--- src/rtl/game_flow_ctrl_pkg.sv ---
// Shared types and constants for the game-flow controller.
//   state_t  : one-hot game state (START, PLAY, END)
//   BCD_W    : width of one BCD digit
//   SCORE_W  : width of a 3-digit BCD score
//   TIME_W   : width of the 2-digit BCD round timer
package game_flow_ctrl_pkg;

    localparam int BCD_W   = 4;
    localparam int SCORE_W = 3 * BCD_W;
    localparam int TIME_W  = 2 * BCD_W;

    // One-hot: bit 0 = START, bit 1 = PLAY, bit 2 = END. The screen enables
    // are taken straight from these flop bits.
    typedef enum logic [2:0] {
        ST_START = 3'b001,
        ST_PLAY  = 3'b010,
        ST_END   = 3'b100
    } state_t;

endpackage

--- src/rtl/game_flow_ctrl_bcd3_step.sv ---
// bcd3_step: combinational single step on a 3-digit BCD value.
//   val       in  12  BCD value [11:8] hundreds, [7:4] tens, [3:0] units
//   dec       in  1   1 = decrement (floors at 000), 0 = increment
//   two_digit in  1   increment saturates at 99 instead of 999
//   result    out 12  stepped BCD value
module bcd3_step
    import game_flow_ctrl_pkg::*;
(
    input  logic [SCORE_W-1:0] val,
    input  logic               dec,
    input  logic               two_digit,
    output logic [SCORE_W-1:0] result
);

    logic [BCD_W-1:0] d0, d1, d2;
    logic             at_max;

    assign d0 = val[3:0];
    assign d1 = val[7:4];
    assign d2 = val[11:8];

    assign at_max = two_digit ? (val[7:0] == 8'h99) : (val == 12'h999);

    always_comb begin
        result = val;
        if (dec) begin
            if (val != '0) begin
                if (d0 != 4'd0) begin
                    result[3:0] = d0 - 4'd1;
                end else begin
                    result[3:0] = 4'd9;
                    if (d1 != 4'd0) begin
                        result[7:4] = d1 - 4'd1;
                    end else begin
                        result[7:4]  = 4'd9;
                        result[11:8] = d2 - 4'd1;
                    end
                end
            end
        end else if (!at_max) begin
            if (d0 != 4'd9) begin
                result[3:0] = d0 + 4'd1;
            end else begin
                result[3:0] = 4'd0;
                if (d1 != 4'd9) begin
                    result[7:4] = d1 + 4'd1;
                end else begin
                    result[7:4]  = 4'd0;
                    result[11:8] = d2 + 4'd1;
                end
            end
        end
    end

endmodule

--- src/rtl/game_flow_ctrl.sv ---
// game_flow_ctrl: START -> PLAY -> END sequencing for the jump game.
//   clk           in  system (pixel) clock
//   rst           in  asynchronous active-low reset
//   start         in  spacebar press pulse
//   jump_start    in  a jump begins (pulse)
//   jump_fail_in  in  player fell (pulse)
//   start_en      out start-screen enable (START)
//   game_en       out game-renderer enable (PLAY)
//   end_en        out end-screen enable (END)
//   jump_fail     out round ended by a fall
//   one_sec_tick  out one-cycle pulse every CLK_HZ cycles
//   score         out 3-digit BCD jump count
//   best_score    out best corrected score, BCD
//   time_left     out 2-digit BCD seconds remaining
//   state_dbg     out raw one-hot state register
module game_flow_ctrl
    import game_flow_ctrl_pkg::*;
#(
    parameter int          CLK_HZ       = 65_000_000,
    parameter logic [7:0]  GAME_SECONDS = 8'h60
) (
    input  logic        clk,
    input  logic        rst,
    input  logic        start,
    input  logic        jump_start,
    input  logic        jump_fail_in,
    output logic        start_en,
    output logic        game_en,
    output logic        end_en,
    output logic        jump_fail,
    output logic        one_sec_tick,
    output logic [11:0] score,
    output logic [11:0] best_score,
    output logic [7:0]  time_left,
    output logic [2:0]  state_dbg
);

    localparam int              DIV_W    = (CLK_HZ > 1) ? $clog2(CLK_HZ) : 1;
    localparam logic [DIV_W-1:0] DIV_LAST = DIV_W'(CLK_HZ - 1);

    state_t               state_q, state_d;
    logic [SCORE_W-1:0]   score_q, score_d;
    logic [SCORE_W-1:0]   best_q, best_d;
    logic [TIME_W-1:0]    time_q, time_d;
    logic                 fail_q, fail_d;
    logic [1:0]           end_cnt_q, end_cnt_d;
    logic [DIV_W-1:0]     div_q, div_nxt;
    logic                 tick_q;
    logic                 div_clr;

    logic [SCORE_W-1:0]   score_inc;
    logic [SCORE_W-1:0]   play_score_nxt;
    logic [SCORE_W-1:0]   corr_dec;
    logic [SCORE_W-1:0]   corrected;
    logic [SCORE_W-1:0]   time_dec;

    // ---------------- BCD arithmetic ----------------
    bcd3_step u_score_inc (
        .val       (score_q),
        .dec       (1'b0),
        .two_digit (1'b0),
        .result    (score_inc)
    );

    // A fall overrides a same-cycle jump, so the jump is not counted.
    assign play_score_nxt = (jump_start && !jump_fail_in) ? score_inc : score_q;

    // The falling jump was already counted; the best score uses score-1.
    bcd3_step u_corr_dec (
        .val       (play_score_nxt),
        .dec       (1'b1),
        .two_digit (1'b0),
        .result    (corr_dec)
    );

    assign corrected = jump_fail_in ? corr_dec : play_score_nxt;

    bcd3_step u_time_dec (
        .val       ({4'h0, time_q}),
        .dec       (1'b1),
        .two_digit (1'b1),
        .result    (time_dec)
    );

    // ---------------- one-second divider ----------------
    assign div_nxt = (div_q == DIV_LAST) ? '0 : div_q + DIV_W'(1);

    // tick_q is high exactly while div_q == DIV_LAST.
    always_ff @(posedge clk or negedge rst) begin
        if (!rst) begin
            div_q  <= '0;
            tick_q <= 1'b0;
        end else if (div_clr) begin
            div_q  <= '0;
            tick_q <= (DIV_LAST == '0);
        end else begin
            div_q  <= div_nxt;
            tick_q <= (div_nxt == DIV_LAST);
        end
    end

    // ---------------- state register ----------------
    always_ff @(posedge clk or negedge rst) begin
        if (!rst) begin
            state_q   <= ST_START;
            score_q   <= '0;
            best_q    <= '0;
            time_q    <= GAME_SECONDS;
            fail_q    <= 1'b0;
            end_cnt_q <= '0;
        end else begin
            state_q   <= state_d;
            score_q   <= score_d;
            best_q    <= best_d;
            time_q    <= time_d;
            fail_q    <= fail_d;
            end_cnt_q <= end_cnt_d;
        end
    end

    // ---------------- next state / holding registers ----------------
    always_comb begin
        state_d   = state_q;
        score_d   = score_q;
        best_d    = best_q;
        time_d    = time_q;
        fail_d    = fail_q;
        end_cnt_d = end_cnt_q;
        div_clr   = 1'b0;

        unique case (state_q)
            ST_START: begin
                if (start) begin
                    state_d = ST_PLAY;
                    score_d = '0;
                    time_d  = GAME_SECONDS;
                    fail_d  = 1'b0;
                    div_clr = 1'b1;
                end
            end

            ST_PLAY: begin
                if (jump_fail_in) begin
                    state_d = ST_END;
                    fail_d  = 1'b1;
                    div_clr = 1'b1;
                end else begin
                    score_d = play_score_nxt;
                    if (tick_q) begin
                        time_d = time_dec[7:0];
                        if (time_dec == '0) begin
                            state_d = ST_END;
                            fail_d  = 1'b0;
                            div_clr = 1'b1;
                        end
                    end
                end
                if (state_d == ST_END) begin
                    end_cnt_d = '0;
                    // BCD digits order the same as binary, so a plain compare works.
                    if (corrected > best_q) begin
                        best_d = corrected;
                    end
                end
            end

            ST_END: begin
                // Ignore start until two ticks have passed so the press that
                // ended the round cannot immediately restart it.
                if (tick_q && end_cnt_q != 2'd2) begin
                    end_cnt_d = end_cnt_q + 2'd1;
                end
                if (start && end_cnt_q == 2'd2) begin
                    state_d = ST_START;
                end
            end

            default: begin
                state_d = ST_START;
            end
        endcase
    end

    // ---------------- outputs ----------------
    assign start_en     = state_q[0];
    assign game_en      = state_q[1];
    assign end_en       = state_q[2];
    assign state_dbg    = state_q;
    assign jump_fail    = fail_q;
    assign one_sec_tick = tick_q;
    assign score        = score_q;
    assign best_score   = best_q;
    assign time_left    = time_q;

endmodule
--- config.mk ---
export PLATFORM = sky130hd
export DESIGN_NAME = game_flow_ctrl
export DESIGN_NICKNAME = d
export VERILOG_FILES = /design/src/rtl/game_flow_ctrl_pkg.sv /design/src/rtl/game_flow_ctrl_bcd3_step.sv /design/src/rtl/game_flow_ctrl.sv
export SDC_FILE = /design/constraint.sdc
export NUM_CORES = 1
export LEC_CHECK = 0
export ABC_AREA = 1
export CORE_ASPECT_RATIO = 1.75
export CORE_MARGIN = 3
export CORE_UTILIZATION = 35
export CTS_CLUSTER_DIAMETER = 100
export DETAILED_ROUTE_END_ITERATION = 16
export PLACE_DENSITY = 0.5
export SYNTH_ARGS = -nofsm -noshare
export SYNTH_HDL_FRONTEND = slang
export SYNTH_SLANG_ARGS = --single-unit
--- constraint.sdc ---
create_clock -name clk -period 7.67 [get_ports clk]
set_input_delay 1.534 -clock clk [delete_from_list [all_inputs] [get_ports clk]]
set_output_delay 1.534 -clock clk [all_outputs]
set_load 0.02 [all_outputs]
# Word level (Yosys, flattened, before mapping)
# Index checks and enable logic that the tools add are counted.
[op_classes]
muxes = 47
add_sub_neg = 10
eq_ne = 19
reduce_logical = 19
n_lt_le_gt_ge = 1
[ops]
columns = ["operator", "count"]
rows = [
  ["12-bit 2-to-1 mux", 7],
  ["26-bit equality test, second input constant", 2],
  ["26-bit 2-to-1 mux", 2],
  ["8-bit 2-to-1 mux", 6],
  ["4-bit 2-to-1 mux", 9],
  ["26-bit by 1-bit adder with 26-bit output, second input constant", 1],
  ["12-bit one-hot mux with 2 select lines", 1],
  ["12-bit nonzero test", 2],
  ["4-bit by 1-bit subtractor with 4-bit output, second input constant", 5],
  ["3-bit 2-to-1 mux", 6],
  ["8-bit one-hot mux with 2 select lines", 1],
  ["4-bit nonzero test", 4],
  ["2-bit != test, second input constant", 7],
  ["4-bit by 1-bit adder with 4-bit output, second input constant", 3],
  ["12-bit equality test, second input constant", 1],
  ["12-bit > comparator", 1],
  ["12-bit zero test", 1],
  ["1-bit 2-to-1 mux", 9],
  ["3-bit one-hot mux with 3 select lines", 1],
  ["3-bit AND reduction", 3],
  ["4-bit != test, second input constant", 2],
  ["4-bit AND reduction", 2],
  ["3-bit equality test, second input constant", 2],
  ["3-bit != test, second input constant", 2],
  ["11 further kinds", 16],
]
[totals]
out_inout_bits = 40
ff_bits = 65
input_bits = 5

# Depth between registers and ports, before layout
# Gate-level depths: netlist of the first run.
[logic_depth]
word_depth = 12
mapped_depth = 27
ltp_nobuf = 26

# Modules after synthesis
# From an unflattened synthesis of the first run, not the netlist that was laid out.
[unflattened]
cells_unflattened = 1043
hier_area_um2 = 6349.8
[modules_own_cells]
columns = ["mod", "n_inst", "cells_per_inst", "area_per_inst_um2"]
rows = [
  ["game_flow_ctrl", 1, 602, 4124.0],
  ["bcd3_step", 3, 147, 742.0],
]

# Least setup slack after synthesis of the first run
# OpenSTA, ideal clock, no wires.
[synth_timing]
path_type = "input -> register"
startpoint = "input port jump_fail_in"
endpoint = "register best_q[11] (netlist: best_score[11])"
n_path_buf = 2
required_time_ns = 7.550
setup_ns = 0.120
stages = 23
path_slack_ns = 3.095
arrival_time_ns = 4.455
cell_sequence = "buf_6 -> inv_8 -> nand2_8 -> inv_6 -> nand2_2 -> nand2_4 -> xor2_2 -> ha_1 -> nand4_4 -> inv_2 -> nand4_1 -> or2_0 -> and2_1 -> ha_1 -> nand2_1 -> inv_1 -> nand4_1 -> a21o_1 -> a31oi_1 -> nand2_1 -> buf_2 -> nand2_1 -> o21ai_2"
[synth_via]
elab_chain_len = 10
word_cells_on_any_way = 20
classes_between = "add/sub (3); order compare (1); eq/ne (1); mux (9); reduce/logical (6)"
[synth_rtl]
columns = ["element", "line_no", "rtl"]
rows = [
  ["start, declared", "game_flow_ctrl.sv:26", "input logic jump_fail_in,"],
  ["1-bit zero test", "game_flow_ctrl.sv:66", "assign play_score_nxt = (jump_start && !jump_fail_in) ? score_inc : score_q;"],
  ["1-bit logical AND", "game_flow_ctrl.sv:66", ""],
  ["12-bit 2-to-1 mux", "game_flow_ctrl.sv:66", ""],
  ["4-bit by 1-bit subtractor with 4-bit output / 4-bit nonzero test (equally long branches)", "game_flow_ctrl_bcd3_step.sv:33, game_flow_ctrl_bcd3_step.sv:32", ""],
  ["4-bit 2-to-1 mux", "game_flow_ctrl_bcd3_step.sv:32", "if (d1 != 4'd0) begin"],
  ["8-bit 2-to-1 mux", "game_flow_ctrl_bcd3_step.sv:28", "if (d0 != 4'd0) begin"],
  ["12-bit 2-to-1 mux", "game_flow_ctrl_bcd3_step.sv:27", "if (val != '0) begin"],
  ["12-bit 2-to-1 mux (*)", "game_flow_ctrl.sv:76", "assign corrected = jump_fail_in ? corr_dec : play_score_nxt;"],
  ["named net corrected[7]", "game_flow_ctrl.sv:54", "logic [SCORE_W-1:0] corrected;"],
  ["12-bit > comparator (*)", "game_flow_ctrl.sv:161", "if (corrected > best_q) begin"],
  ["3-bit AND reduction (no source line) (*)", "-", ""],
  ["end signal, assigned", "game_flow_ctrl.sv:114", "best_q <= best_d;"],
  ["end, declared", "game_flow_ctrl.sv:43", "logic [SCORE_W-1:0] best_q, best_d;"],
]
# The timed path passes the listed nets; every way through them passes the cells marked *. The select of a mux whose other input is x is not followed.
# A chain may end at the register's enable or synchronous reset.

# Final worst setup path of the first run
[layout_timing]
startpoint = "input port jump_fail_in"
endpoint = "register best_q[3] (netlist: best_score[3])"
# Same word-level chain as after synthesis.

==> results.tsv, run 1 <==
stage	metric	value	unit
synth	syn_nets	710	
global_routing	first-pass GRT wire length	22.8	mm
routing	1st-iter DRT viols	198	
critical_path	reg2reg setup slack	3.41	ns
timing	Achievable Freq	0.170	GHz
synth	share of the yosys chip area belonging to registers	34.0	%
hold_path	worst hold path type	reg -> reg	
timing	Worst Max-Slew Pin Slew	0.884	ns
synth	FF+latch count, synth	65	
synth	Post-synth ARST share	100	%
synth	Yosys warnings	0	
global_routing	largest net degree at the start of global routing	66	
routing	drt total wl	13.7	mm
synth	Netlist Area Pre-Place	0.00480	sq mm
synth	cell count after synthesis	685	
synth	count leader, synth	nand2_1	
placement	placer congestion estimate	0.918	
pwr	Clock Power Share	50.7	%
clocking	H-tree depth	3	
critical_path	CP cell instances	clkdlybuf4s50_1, inv_8, nand2_8, inv_6, nand2_2, nand2_4, xor2_2, ha_1, nand4_4, inv_2, nand4_1, or2_0, and2_1, ha_1, nand2_1, inv_1, nand4_1, a21o_1, a31oi_1, nand2_1, inv_2, nand3_1, o21ai_0	
finish	Post-Layout Cell Count	908	
status	status	finished clean	
die	CORE AREA	0.0134	sq mm
routing	routed len/inst	15.1	um
pwr	PwrDens	138	mW/mm^2
pwr	maximum vdd drop	0.0917	mV
synth	cell accounting for the most synthesized area	dfrtp_1	
pwr	Sw Pwr	199	uW
pwr	LEAKAGE	2.76	nW
die	Die Span X	94.5	um
die	chip height	161	um
run	maxcap violations	0	
timing	fin crit share	76.8	%
timing	Slew Limit Fails	0	
global_routing	vias in the first global route	4696	
critical_path	Worst EP arrival	6.14	ns
synth	Synth top area share	32.3	%
clocking	CTS tree	done	
routing	vias per cell	5.01	
finish	Final Net Count	754	
critical_path	worst path buffer plus inverter count	6	
clocking	CTS Buffer Depth	2	
synth	ys flop type	dfrtp_1	
synth	Post-synth EDFFs	0	
critical_path	Max FO, Critical Path	19	
timing	setup TNS	0	ns
routing	top sig layer	met4	
routing	DRC Markers	0	
timing	fin crit period	5.89	ns
timing	endpoints failing hold	0	
global_routing	GRT Resource Usage Total	19.4	%
critical_path	Worst Setup Path Type	in -> reg	
timing	RSZ-0062 raised after global routing	false	
synth	Mapped Avg Cell Area	7.00	sq um
finish	P&R area growth vs syn	17.7	%
clocking	CTS Hold Bufs	0	
critical_path	Startpoint Class	input port	
die	initial core utilization	35.8	%
clocking	worst-skew pair later-pin latency	0.33	ns
routing	WL met3	307	um
clocking	clock-pin slew of the registers on the worst-case setup and hold paths	0.06	ns
placement	dpl cells	892	
finish	Antenna Cells	0	
synth	most frequent cells after synthesis	nand2_1, nor2_1, inv_1, dfrtp_1, nand3_1	
clocking	root buf cell	clkbuf_16	
clocking	clk sinks	65	
critical_path	CP peak stage delay	0.84	ns
finish	register area	0.00163	sq mm
pwr	Switching Share	25.4	%
critical_path	CP top delay family	buffers and inverters	
clocking	Setup Buffers After CTS	0	
clocking	CTS Buf Count	9	
synth	Yosys cell types	49	
timing	clk_skew	0.00708	ns
pwr	Cell Int Power	583	uW
routing	Post-DRT Antenna Nets	0	
timing	worst relative slew slack	41.1	%
die	Core Rows	56	
critical_path	CP max-delay cell	clkdlybuf4s50_1	
routing	metal2 WL	7.82	mm
critical_path	Crit. End Element	flop	
synth	synth top area cells	dfrtp_1, nand2_1, nor2_1	
global_routing	grt total ovfl	0	
routing	vias	4549	
routing	M1 wire length	5.00	mm
finish	Filler cells	1389	
finish	multi-input logic area	0.00270	sq mm
placement	HPWL Detailed	10.7	mm
routing	TritonRoute pass-1 iters	5	
critical_path	worst path required time	7.92	ns
die	# IOs	45	
pwr	combinational share of power	5.5	%
global_routing	initial antenna violation count	0	
pwr	Seq pwr share	43.9	%
placement	IO Port Bufs	44	
finish	layout cell share with drive strength beyond 1	11.2	%
die	Die ar.	0.0152	sq mm
timing	Setup Viol. Count Final	0	
clocking	post-cts resize count	0	
-- worst min-delay path: stages, from the launching register on --
cell and delay, ns:
dfrtp_1 0.36, nand2_1 0.06, nand2_1 0.05
-- cells by family (layout without fill, tap and decap cells) --
kind of cell / Yosys count / in the layout / share of synthesized area (%)
xor gates and xnor gates: 10 / 10 / 2.14
and+or+nand+nor: 413 / 413 / 40.3
DFF: 65 / 65 / 34.0
buffers and inverters: 109 / 158 / 9.75
AOI/OAI and AO/OA: 68 / 68 / 8.55
adders and majority gates: 20 / 20 / 5.22
-- layout make-up --
class,count,area share (%)
clock buffer,10,4.23
clock inverter,6,0.731
inverter,97,6.67
multi-input combinational,511,47.8
sequential,65,28.9
tap,174,3.86
timing repair buffer,45,7.84
-- placed cells by master (no fill, tap or decap), types with 9 or more instances in the layout --
cell,n
nand4_1,17
inv_2,13
nand3_1,54
o21ai_0,20
ha_1,20
clkdlybuf4s50_1,43
dfrtp_1,62
o22ai_1,15
nor3_1,11
nor2_2,9
clkbuf_16,9
nor2_1,87
inv_1,82
nand2_1,197
-- layer usage --
metal / track usage (%) / vias up
met5: 0 / -
met4: 11.2 / 0
met3: 2.67 / 33
met2: 36.5 / 93
met1: 19.6 / 2127
li1: - / 2296
-- state kept, by name, indices dropped and copies added, names as in the netlist --
register      count
div_q            26
end_cnt_q         2
state_dbg         3
best_score       12
score            12
one_sec_tick      1
jump_fail         1
time_left         8
-- stage by stage --
stage	total power [mW]	setup slack (ns)	utilization (%)	hold slack, ns	cell area [sq um]
finish	0.782	1.78	42.2	0.500	5650
global route	0.814	1.25	42.2	0.543	5650
CTS	0.794	1.76	42.2	0.506	5650
detailed placement	0.393	1.44	40.1	0.489	5370
global placement	0.393	1.60	40.1	0.500	5370
floorplan	0.377	3.10	-	0.479	4800
-- path summary, 6_finish.rpt --
kind	to	cells past startpoint	from
max	best_score[3]$_DFFE_PN0P_	23	jump_fail_in
min	best_score[5]$_DFFE_PN0P_	2	best_score[5]$_DFFE_PN0P_
max reg2reg	best_score[3]$_DFFE_PN0P_	23	score[1]$_DFFE_PN0P_
min reg2reg	best_score[5]$_DFFE_PN0P_	2	best_score[5]$_DFFE_PN0P_
max in group asynchronous	div_q[3]$_DFF_PN0_	2	rst
min in group asynchronous	score[10]$_DFFE_PN0P_	2	rst
-- power groups by stage --
stage	combinational (mW)	sequential, mW	clock, mW
final	0.0426	0.343	0.396
after global routing	0.0488	0.343	0.423
after CTS	0.0440	0.343	0.407
after detailed placement	0.0438	0.349	0
after global placement	0.0437	0.349	0
after floorplan	0.0274	0.349	0
(Power assumes the default switching activity.)
==> run 2: changes to the inputs <==
PLACE_DENSITY = 0.52   (was 0.5)
clock period = 5.1 ns   (was 7.67 ns; I/O delays follow)
==> run 2 against run 1 <==
Net effect:
- worst hold slack better by 0.0023 ns
- via count increased by 0.64%
- sequential share of layout area shrank 0.083 points
- routed wire length is 0.41% higher
- count of clock-buffer cells in the layout rose by 1
- clock skew shrank 0.0026 ns
- largest power group unchanged
- highest routed layer unchanged
==> results.tsv, run 2 (synthesis gave the netlist of run 1 again) <==
stage	metric	value	unit	change
critical_path	Startpoint Class	input port		unchanged
die	Core Rows	56		unchanged
finish	commonest non-fill, non-tap cells in the layout	nand2_1, nor2_1, inv_1		unchanged
critical_path	Worst Setup Path Type	in -> reg		unchanged
placement	HPWL Detailed	11.0	mm	was 10.7 mm
global_routing	GRT Resource Usage Total	19.3	%	was 19.4%
die	chip height	161	um	unchanged
clocking	root buf cell	clkbuf_16		unchanged
die	CORE AREA	0.0134	sq mm	unchanged
hold_path	worst hold path type	reg -> reg		unchanged
routing	Post-DRT Antenna Nets	0		unchanged
clocking	post-cts resize count	0		unchanged
timing	Worst Max-Slew Pin Slew	0.859	ns	was 0.884 ns
finish	Post-Layout Cell Count	911		was 908
status	status	finished clean		unchanged
finish	Biggest register	div_q		unchanged
routing	TritonRoute pass-1 iters	4		was 5
clocking	CTS tree	done		unchanged
finish	P&R area growth vs syn	18.0	%	was 17.7%
die	Die Span X	94.5	um	unchanged
timing	RSZ-0062 raised after global routing	false		unchanged
global_routing	grt total ovfl	0		unchanged
run	maxcap violations	0		unchanged
timing	setup TNS	0	ns	unchanged
timing	fin crit period	4.52	ns	
critical_path	Crit. End Element	flop		unchanged
pwr	LEAKAGE	2.78	nW	was 2.76 nW
routing	routed len/inst	15.1	um	about the same
finish	Final Net Count	757		was 754
pwr	PwrDens	204	mW/mm^2	was 138 mW/mm^2
clocking	Setup Buffers After CTS	0		unchanged
finish	Antenna Cells	0		unchanged
global_routing	initial antenna violation count	0		unchanged
global_routing	largest net degree at the start of global routing	35		was 66
clocking	clock-pin slew of the registers on the worst-case setup and hold paths	0.05	ns	was 0.06 ns
clocking	clk sinks	65		unchanged
timing	Fin Hold WS	0.503	ns	was 0.500 ns
critical_path	worst path required time	5.35	ns	was 7.92 ns
routing	drt total wl	13.8	mm	was 13.7 mm
die	initial core utilization	35.8	%	unchanged
clocking	CTS Hold Bufs	0		unchanged
finish	most common cell after layout, fill and taps aside	nand2_1		unchanged
global_routing	vias in the first global route	4729		was 4696
clocking	CTS Buf Count	9		unchanged
die	Die ar.	0.0152	sq mm	unchanged
routing	DRC Markers	0		unchanged
timing	Setup Viol. Count Final	0		unchanged
timing	Slew Limit Fails	0		unchanged
timing	endpoints failing hold	0		unchanged
finish	layout cell share with drive strength beyond 1	11.4	%	was 11.2%
routing	1st-iter DRT viols	116		was 198
timing	worst relative slew slack	42.7	%	was 41.1%
clocking	H-tree depth	3		unchanged
routing	vias	4578		was 4549
placement	IO Port Bufs	44		unchanged
placement	placer congestion estimate	0.861		was 0.918
critical_path	Max FO, Critical Path	14		was 19
clocking	worst-skew pair later-pin latency	0.33	ns	about the same
die	# IOs	45		unchanged
critical_path	Worst EP arrival	4.76	ns	was 6.14 ns
timing	Achievable Freq	0.221	GHz	
clocking	CTS Buffer Depth	2		unchanged
timing	fin crit share	88.6	%	
finish	number of flip-flops in the largest register	26		unchanged
pwr	maximum vdd drop	0.146	mV	was 0.0917 mV
routing	vias per cell	5.03		was 5.01
global_routing	first-pass GRT wire length	22.8	mm	about the same
timing	clk_skew	0.00452	ns	was 0.00708 ns
placement	dpl cells	895		was 892
-- run 2: cell types whose count changed in the layout (fill, tap and decap cells not counted), sizes merged --
| cell | previous run | this run |
|---|---|---|
| inv | 98 | 97 |
| clkinv | 2 | 4 |
| clkinvlp | 3 | 1 |
| buf | 2 | 5 |
| clkbuf | 10 | 11 |
-- run 2: layout make-up --
cell class | instances | area, sq um
clock buffer | 11 | 243
clock inverter | 5 | 31.3
fill | 1439 | 7720
inverter | 97 | 377
multi-input combinational | 511 | 2700
sequential | 65 | 1630
tap | 174 | 218
timing repair buffer | 48 | 465
-- run 2: per-layer routing --
metal,vias up,wire length (um),global-route usage (%)
met1,2136,5070,19.4
met2,92,7680,36.8
li1,2300,-,-
met4,0,671,10.1
met5,-,0,0
met3,50,348,2.62
-- run 2: per-stage QoR --
stage	setup slack [ns]	utilization, %	instance area, sq um	power, mW
final	0.584	42.3	5660	1.15
after global routing	0.212	42.3	5660	1.20
after CTS	0.576	42.3	5660	1.18
after detailed placement	0.252	40.3	5390	0.595
after global placement	0.303	40.3	5390	0.594
after floorplan	1.04	-	4800	0.566
-- run 2: final timing paths --
path                                           start                        end  slack (ns)  depth (start not counted)
max in group asynchronous                        rst        div_q[19]$_DFF_PN0_        3.36                          2
hold / removal             best_score[6]$_DFFE_PN0P_  best_score[6]$_DFFE_PN0P_        0.50                          2
setup reg to reg                score[1]$_DFFE_PN0P_  best_score[3]$_DFFE_PN0P_        1.24                         23
min in group asynchronous                        rst       score[6]$_DFFE_PN0P_        0.79                          1
hold reg to reg            best_score[6]$_DFFE_PN0P_  best_score[6]$_DFFE_PN0P_        0.50                          2
setup / recovery                        jump_fail_in  best_score[3]$_DFFE_PN0P_        0.58                         23
-- run 2: power by group --
part,switching (mW),internal (mW)
clock,0.230,0.340
sequential,0,0.516
combinational,0.0480,0.0203
total,0.278,0.877
-- run 2: worst max-delay path, cell delays in order --
cell and delay [ns]:
clkdlybuf4s50_1 0.59, inv_8 0.08, nand2_8 0.08, inv_6 0.07, nand2_1 0.06, o21ai_0 0.20
inv_1 0.17, ha_1 0.24, nand4_4 0.21, inv_2 0.19, nand4_1 0.14, or2_0 0.24
and2_1 0.15, ha_1 0.28, nand2_1 0.07, inv_1 0.05, nand4_1 0.12, a21o_1 0.18
a31oi_1 0.12, nand2_1 0.10, inv_2 0.19, nand3_1 0.10, o21ai_0 0.08
==> run 3: changes to the inputs <==
==> constraint.sdc (replaced) <==
create_clock -name clk -period 5.1 [get_ports clk]
set_input_delay 1.275 -clock clk [delete_from_list [all_inputs] [get_ports clk]]
set_output_delay 1.275 -clock clk [all_outputs]
set_load 0.02 [all_outputs]
==> run 3 against run 2 <==
Net effect:
- sequential cell count unchanged
- routed wire length increased by 1.9%
- sequential share of layout area decreased by 0.15 points
- clock skew increased by 0.0012 ns
- largest power group unchanged
- highest routed layer unchanged
==> results.tsv, run 3 (synthesis gave the netlist of run 1 again) <==
stage	metric	value	unit	change
status	status	finished clean		unchanged
routing	vias per cell	5.07		was 5.03
critical_path	Worst EP arrival	4.94	ns	was 4.76 ns
finish	utilization after layout	42.5	%	was 42.3%
clocking	post-cts resize count	0		unchanged
critical_path	worst path required time	5.34	ns	was 5.35 ns
routing	DRC Markers	0		unchanged
global_routing	grt total ovfl	0		unchanged
clocking	clock-pin slew of the registers on the worst-case setup and hold paths	0.06	ns	was 0.05 ns
pwr	maximum vdd drop	0.145	mV	was 0.146 mV
placement	placer congestion estimate	0.929		was 0.861
hold_path	worst hold path type	reg -> reg		unchanged
die	# IOs	45		unchanged
critical_path	CP peak stage delay	0.51	ns	was 0.59 ns
clocking	CTS tree	done		unchanged
placement	IO Port Bufs	44		unchanged
pwr	Tot Pwr	1.16	mW	was 1.15 mW
clocking	CTS Buf Count	9		unchanged
die	chip height	161	um	unchanged
timing	RSZ-0062 raised after global routing	false		unchanged
timing	Setup Viol. Count Final	0		unchanged
die	CORE AREA	0.0134	sq mm	unchanged
routing	Post-DRT Antenna Nets	0		unchanged
critical_path	CP max-delay cell	clkdlybuf4s50_1		unchanged
die	Die Span X	94.5	um	unchanged
die	Core Rows	56		unchanged
die	Die ar.	0.0152	sq mm	unchanged
pwr	PwrDens	204	mW/mm^2	about the same
clocking	worst-skew pair later-pin latency	0.33	ns	about the same
routing	vias	4640		was 4578
timing	worst relative slew slack	52.9	%	was 42.7%
routing	1st-iter DRT viols	145		was 116
clocking	CTS Buffer Depth	2		unchanged
finish	P&R area growth vs syn	18.7	%	was 18.0%
placement	HPWL Detailed	11.1	mm	was 11.0 mm
timing	fin crit share	92.1	%	was 88.6%
timing	setup TNS	0	ns	unchanged
timing	Slew Limit Fails	0		unchanged
clocking	clk sinks	65		unchanged
clocking	CTS Hold Bufs	0		unchanged
timing	fin crit period	4.70	ns	was 4.52 ns
clocking	root buf cell	clkbuf_16		unchanged
critical_path	Crit. End Element	flop		unchanged
pwr	LEAKAGE	2.80	nW	was 2.78 nW
finish	Antenna Cells	0		unchanged
routing	drt total wl	14.0	mm	was 13.8 mm
critical_path	Startpoint Class	input port		unchanged
timing	endpoints failing hold	0		unchanged
clocking	H-tree depth	3		unchanged
routing	TritonRoute pass-1 iters	4		unchanged
critical_path	Worst Setup Path Type	in -> reg		unchanged
timing	Worst Max-Slew Pin Slew	0.707	ns	was 0.859 ns
finish	commonest non-fill, non-tap cells in the layout	nand2_1, nor2_1, inv_1		unchanged
global_routing	GRT Resource Usage Total	19.3	%	about the same
finish	layout cell share with drive strength beyond 1	11.9	%	was 11.4%
timing	Achievable Freq	0.213	GHz	was 0.221 GHz
die	initial core utilization	35.8	%	unchanged
critical_path	Max FO, Critical Path	14		unchanged
finish	Biggest register	div_q		unchanged
timing	clk_skew	0.00575	ns	was 0.00452 ns
run	maxcap violations	0		unchanged
routing	routed len/inst	15.3	um	was 15.1 um
critical_path	CP cell instances	clkdlybuf4s50_1, inv_8, nand2_8, inv_6, nand2_2, nand2_4, xor2_2, ha_1, nand4_4, inv_2, nand4_1, or2_0, and2_1, ha_1, nand2_1, inv_1, nand4_1, a21o_1, a31oi_1, nand2_1, inv_2, nand3_1, o21ai_0		was clkdlybuf4s50_1, inv_8, nand2_8, inv_6, nand2_1, o21ai_0, inv_1, ha_1, nand4_4, inv_2, nand4_1, or2_0, and2_1, ha_1, nand2_1, inv_1, nand4_1, a21o_1, a31oi_1, nand2_1, inv_2, nand3_1, o21ai_0
global_routing	largest net degree at the start of global routing	39		was 35
clocking	Setup Buffers After CTS	0		unchanged
global_routing	vias in the first global route	4597		was 4729
finish	Final Net Count	761		was 757
global_routing	initial antenna violation count	0		unchanged
global_routing	first-pass GRT wire length	22.7	mm	was 22.8 mm
finish	most common cell after layout, fill and taps aside	nand2_1		unchanged
finish	number of flip-flops in the largest register	26		unchanged
[run 3: metal layers]
metal  GRT usage (%)  routed length (um)  vias up  share of wire [%]
met2            36.8                7880      108                 56
met1            19.3                5100     2190                 36
met5               0                   0        -                  0
met3            2.67                 405       40                2.9
li1                -                   -     2302                  -
met4            11.0                 639        0                4.6
[run 3: critical path: cells and delay by family]
family                     cells  cell delay (ns)
AOI/OAI and AO/OA              3             0.38
and+or+nand+nor               11             1.37
adders and majority gates      2             0.54
xor gates and xnor gates       1             0.17
buffers and inverters          6             1.19
[run 3: where the power goes]
group	switching, mW	leakage (nW)	internal, mW
Clock	0.235	0.135	0.341
Combinational	0.0476	1.89	0.0206
Sequential	0	0.779	0.516
[run 3: through the flow]
| stage | setup WS (ns) | hold slack [ns] | cells | cell area, sq um |
|---|---|---|---|---|
| 5_1_grt | 0.0470 | 0.519 | 915 | 5690 |
| 4_1_cts | 0.397 | 0.513 | 915 | 5690 |
| 2_1_floorplan | 0.784 | 0.479 | 685 | 4800 |
| 6_report | 0.403 | 0.506 | 915 | 5690 |
| 3_5_place_dp | 0.0827 | 0.498 | 899 | 5420 |
| 3_3_place_gp | 0.191 | 0.490 | 899 | 5420 |
[run 3: layout make-up]
type	count	area [sq um]
tap	174	218
clock inverter	5	31.3
timing repair buffer	52	495
multi-input combinational	511	2700
inverter	97	377
fill	1363	7690
clock buffer	11	243
sequential	65	1630
[run 3: final timing paths]
| kind | from | endpoint | slack (ns) | cells after the start |
|---|---|---|---|---|
| hold reg to reg | best_score[5]$_DFFE_PN0P_ | best_score[5]$_DFFE_PN0P_ | 0.51 | 2 |
| setup reg to reg | score[1]$_DFFE_PN0P_ | best_score[3]$_DFFE_PN0P_ | 1.28 | 23 |
| setup / recovery | jump_fail_in | best_score[3]$_DFFE_PN0P_ | 0.40 | 23 |
| hold / removal | best_score[5]$_DFFE_PN0P_ | best_score[5]$_DFFE_PN0P_ | 0.51 | 2 |
| max in group asynchronous | rst | time_left[6]$_DFFE_PN1P_ | 3.12 | 2 |
| min in group asynchronous | rst | score[6]$_DFFE_PN0P_ | 0.99 | 1 |
